===== src/rtl/instruction_fetch.sv =====
// rtl/instruction_fetch.sv - fetch stage: PC, IF/ID register, one-entry skid, redirect/drop handling
// Optional bubble counter output enabled by defining FETCH_BUBBLE_COUNTER_EN.
module instruction_fetch #(
   parameter logic [31:0] RESET_PC = 32'h0000_0000,
   parameter logic [31:0] NOP_WORD = 32'h0000_0000
) (
   input  logic        clk,
   input  logic        reset,
   input  logic        stallInput,
   input  logic        jumpInput,
   input  logic [31:0] pcJumpInput,
   input  logic        branchTakenInput,
   input  logic [31:0] pcBranchInput,
   output logic        imemReqOutput,
   output logic [31:0] imemAddrOutput,
   input  logic        imemReadyInput,
   input  logic [31:0] imemDataInput,
   output logic [31:0] instructionOutput,
   output logic [31:0] pc4Output,
   output logic        validOutput
`ifdef FETCH_BUBBLE_COUNTER_EN
   ,
   output logic [31:0] bubbleCountOutput
`endif
);

   typedef enum logic [1:0] {IDLE, FETCH, HELD, DROP} state_t;

   state_t      state_q, state_d;
   logic [31:0] pc_q, pc_d;
   logic [31:0] drop_addr_q, drop_addr_d;
   logic [31:0] skid_q, skid_d;
   logic [31:0] instr_q, instr_d;
   logic [31:0] pc4_q, pc4_d;
   logic        valid_q, valid_d;
   logic        redirect;
   logic [31:0] target;
   logic [31:0] pc_plus4;

   assign redirect = jumpInput | branchTakenInput;
   assign target   = branchTakenInput ? pcBranchInput : pcJumpInput;
   assign pc_plus4 = pc_q + 32'd4;

   always_comb begin
      state_d        = state_q;
      pc_d           = pc_q;
      drop_addr_d    = drop_addr_q;
      skid_d         = skid_q;
      instr_d        = instr_q;
      pc4_d          = pc4_q;
      valid_d        = valid_q;
      imemReqOutput  = 1'b0;
      imemAddrOutput = pc_q;

      // Decode drains IF/ID whenever it is not stalled; a refill below replaces the bubble.
      if (!stallInput) begin
         instr_d = NOP_WORD;
         pc4_d   = 32'd0;
         valid_d = 1'b0;
      end

      case (state_q)
         IDLE: state_d = FETCH;
         FETCH: begin
            imemReqOutput = 1'b1;
            if (redirect) begin
               state_d     = imemReadyInput ? FETCH : DROP;
               drop_addr_d = pc_q;
            end else if (imemReadyInput) begin
               if (stallInput) begin
                  skid_d  = imemDataInput;
                  state_d = HELD;
               end else begin
                  instr_d = imemDataInput;
                  pc4_d   = pc_plus4;
                  valid_d = 1'b1;
                  pc_d    = pc_plus4;
               end
            end
         end
         HELD: begin
            if (redirect) begin
               state_d = FETCH;
            end else if (!stallInput) begin
               instr_d = skid_q;
               pc4_d   = pc_plus4;
               valid_d = 1'b1;
               pc_d    = pc_plus4;
               state_d = FETCH;
            end
         end
         DROP: begin
            imemReqOutput  = 1'b1;
            imemAddrOutput = drop_addr_q;
            if (!redirect && imemReadyInput) state_d = FETCH;
         end
         default: state_d = IDLE;
      endcase

      // Redirect wins over stall and over any data arriving this cycle.
      if (redirect) begin
         pc_d    = target;
         instr_d = NOP_WORD;
         pc4_d   = 32'd0;
         valid_d = 1'b0;
         skid_d  = 32'd0;
      end
   end

   always_ff @(posedge clk or posedge reset) begin
      if (reset) begin
         state_q     <= IDLE;
         pc_q        <= RESET_PC;
         drop_addr_q <= 32'd0;
         skid_q      <= 32'd0;
         instr_q     <= NOP_WORD;
         pc4_q       <= 32'd0;
         valid_q     <= 1'b0;
      end else begin
         state_q     <= state_d;
         pc_q        <= pc_d;
         drop_addr_q <= drop_addr_d;
         skid_q      <= skid_d;
         instr_q     <= instr_d;
         pc4_q       <= pc4_d;
         valid_q     <= valid_d;
      end
   end

   assign instructionOutput = instr_q;
   assign pc4Output         = pc4_q;
   assign validOutput       = valid_q;

`ifdef FETCH_BUBBLE_COUNTER_EN
   logic [31:0] bubble_q, bubble_d;

   always_comb begin
      bubble_d = bubble_q;
      if (!valid_q && !stallInput) bubble_d = bubble_q + 32'd1;
   end

   always_ff @(posedge clk or posedge reset) begin
      if (reset) bubble_q <= 32'd0;
      else       bubble_q <= bubble_d;
   end

   assign bubbleCountOutput = bubble_q;
`endif

endmodule


===== config.mk =====
export PLATFORM = sky130hd
export DESIGN_NAME = instruction_fetch
export DESIGN_NICKNAME = d
export VERILOG_FILES = /design/src/rtl/instruction_fetch.sv
export SDC_FILE = /design/constraint.sdc
export NUM_CORES = 1
export LEC_CHECK = 0
export ABC_AREA = 1
export ABC_CLOCK_PERIOD_IN_PS = 9950
export BUFFER_PORTS_ARGS = -buffer_cell sky130_fd_sc_hd__buf_2
export CORE_UTILIZATION = 45
export DETAILED_ROUTE_END_ITERATION = 6
export PLACE_DENSITY_LB_ADDON = 0.05
export SYNTH_ARGS = -nofsm -noshare
export SYNTH_HDL_FRONTEND = slang
export SYNTH_SLANG_ARGS = --single-unit
export TNS_END_PERCENT = 50

===== constraint.sdc =====
create_clock -name clk -period 9.95 [get_ports clk]
set_input_delay 1.99 -clock clk [delete_from_list [all_inputs] [get_ports clk]]
set_output_delay 1.99 -clock clk [all_outputs]
set_load 0.03 [all_outputs]

==> out/qor.yml <==
status: "finished clean"
worstPathRequired_ns: 10.24
grt_util_all_layers: 0.266
hold_buffers: 0
finalMaxSlewViolations: 0
die_width_um: 141
io_buffers: 199
skew_ns: 0.0138
power.share.clock: 0.276
synthFlopType: "dfrtp_1"
p_total_mw: 2.55
rsz0062_at_grt: "false"
dp_hpwl_mm: 17.5
post-place-ws_ns: 5.25
overflow: 0
period_minus_slack_ns: 4.29
via_per_inst: 5.19
rows: 50
p_leak_nw: 5.09
drt_wl_total_mm: 25.5
avgSynthCellArea_um2: 7.51
drt_pass1_iterations: 6
post_cts_buffers: 0
sequentialPowerShare: 0.343
netSwitchingFraction: 0.437
core_area_um2: 18800
synthesis.area_um2: 8680
start_util: 0.461
max_slew_margin: 0.238
antenna_cells: 0
die_y_um: 141
clkSlewWorstSetupHoldPaths_ns: 0.07
hold_path_class: "reg -> reg"
synth_edf_count: 0
num_vias: 8241
routedWlPerCell_um: 16.0
grt_max_degree: 86
synth_nets: 1262
ys_seq_area_frac: 0.470
cp-start-kind: "input pin"
cts.sinks: 163
worst_slack_ns: 5.66
fin_cells: 1588
worstMarginPinSlew_ns: 1.14
post_cts_resized: 0
p_int_mw: 1.44
drive_above_1_share: 0.206
grt_pass1_wl_mm: 41.0
ys_seq_elements: 163
hold_ws_ns: 0.490
mostFrequentLayoutCell: "nand2_1"
clock_latency_ns: 0.44
path_max_fanout: 64
place_area_um2: 9770
area_growth_pct: 19.8
critical_path_class: "in -> reg"
drc_errors: 0
cp.arrival_ns: 4.58
drtAntennaViolNets: 0
synthCells: 1156
final_core_util: 0.552
cts_max_path_buffers: 2
stdcell_area_um2: 10400
drt_iter0_drc: 505
finalSetupViolations: 0
synthArstFlopShare: 1.00
htreeDepth: 4
fp.dieArea_um2: 19800
gp_congestion: 0.916
fin_nets: 1421
min_period_over_period: 0.431
combPwrFrac: 0.381
ir_worst_vdd_uv: 164
grt_pass1_vias: 7617
ioPinCount: 200
max_freq_mhz: 233
hold_violations: 0
ys_warn_count: 0
yosysUniqueCellTypes: 35
powerDensity_nw_per_um2: 245
placed_cells: 1556
endpoint_kind: "register"
cts_root_buffer: "clkbuf_16"
cts_buffers: 17
fin_tns_setup_ns: 0
antenna_found_initial: 0
p_sw_mw: 1.11
maxCapViolCount: 0
layout_common_cells: "352 x nand2_1, 199 x buf_2, 163 x dfrtp_1"
cts_tree: "built"
## path summary, 6_finish.rpt
check	start	end	slack [ns]	cells past startpoint
max in group asynchronous	reset	pc_q[25]$_DFFE_PP0P_	6.77	3
hold reg to reg	drop_addr_q[19]$_DFFE_PP0P_	drop_addr_q[19]$_DFFE_PP0P_	0.49	2
setup / recovery	branchTakenInput	drop_addr_q[17]$_DFFE_PP0P_	5.66	9
setup reg to reg	state_q[0]$_DFFE_PP0P_	pc4Output[14]$_DFF_PP0_	6.88	8
min in group asynchronous	reset	pc4Output[6]$_DFF_PP0_	1.69	2
hold / removal	drop_addr_q[19]$_DFFE_PP0P_	drop_addr_q[19]$_DFFE_PP0P_	0.49	2
## registers in the layout, indices dropped and copies added, names as in the netlist
register / flops
instructionOutput: 32
skid_q: 32
validOutput: 1
drop_addr_q: 32
pc_q: 32
pc4Output: 32
state_q: 2
## routing by layer
| layer | GRT usage | vias to the layer above | wire length, um |
|---|---|---|---|
| li1 | - | 4100 | - |
| met1 | 0.379 | 3866 | 11800 |
| met2 | 0.422 | 258 | 12000 |
| met3 | 0.0438 | 17 | 1330 |
| met4 | 0.0658 | 0 | 320 |
| met5 | 0 | - | 0 |
## power by group through the flow
stage | clock network [mW] | logic [mW] | registers [mW]
2_1_floorplan | 0 | 0.685 | 0.904
6_report | 0.704 | 0.971 | 0.876
5_1_grt | 0.742 | 1.08 | 0.892
3_5_place_dp | 0 | 0.974 | 0.884
4_1_cts | 0.714 | 0.976 | 0.874
3_3_place_gp | 0 | 0.961 | 0.885
## cells in the mapped netlist, drive strengths merged (2+ instances only)
master,number,area (um2)
nand2,359,1380
dfrtp,163,4080
inv,129,484
o21ai,101,513
a21oi,86,430
o22ai,74,463
nor2,65,319
nand3,57,295
buf,38,196
clkbuf,29,110
a31oi,17,106
xor2,13,121
nor3,7,40.0
ha,4,50.1
a2bb2oi,3,26.3
o211ai,3,22.5
a22oi,2,15.0
clkinv,2,7.51
## layout make-up
type	count	area (um2)
inverters	131	497
clock buffers	18	439
clock inverters	14	191
fillers	1861	8430
multi-input cells	795	3810
flip-flops and latches	163	4080
well taps	260	325
repair buffers	207	1060
## cell families (layout without fill, tap and decap cells)
kind of cell	count (synthesis)	count (layout)	synth area share
DFF	163	163	0.470
buffers and inverters	198	370	0.0920
and+or+nand+nor	492	492	0.237
adders and majority gates	4	4	0.00577
AOI/OAI and AO/OA	286	286	0.182
xor gates and xnor gates	13	13	0.0140
## critical path, stage by stage
cell and delay, ns:
buf_2 0.10, buf_4 0.24, nor2_4 0.11, buf_4 0.47, inv_2 0.40, buf_4 0.39
nand2_1 0.12, buf_4 0.46, o21ai_0 0.17
Note: power is estimated with default switching activity, not from simulation.
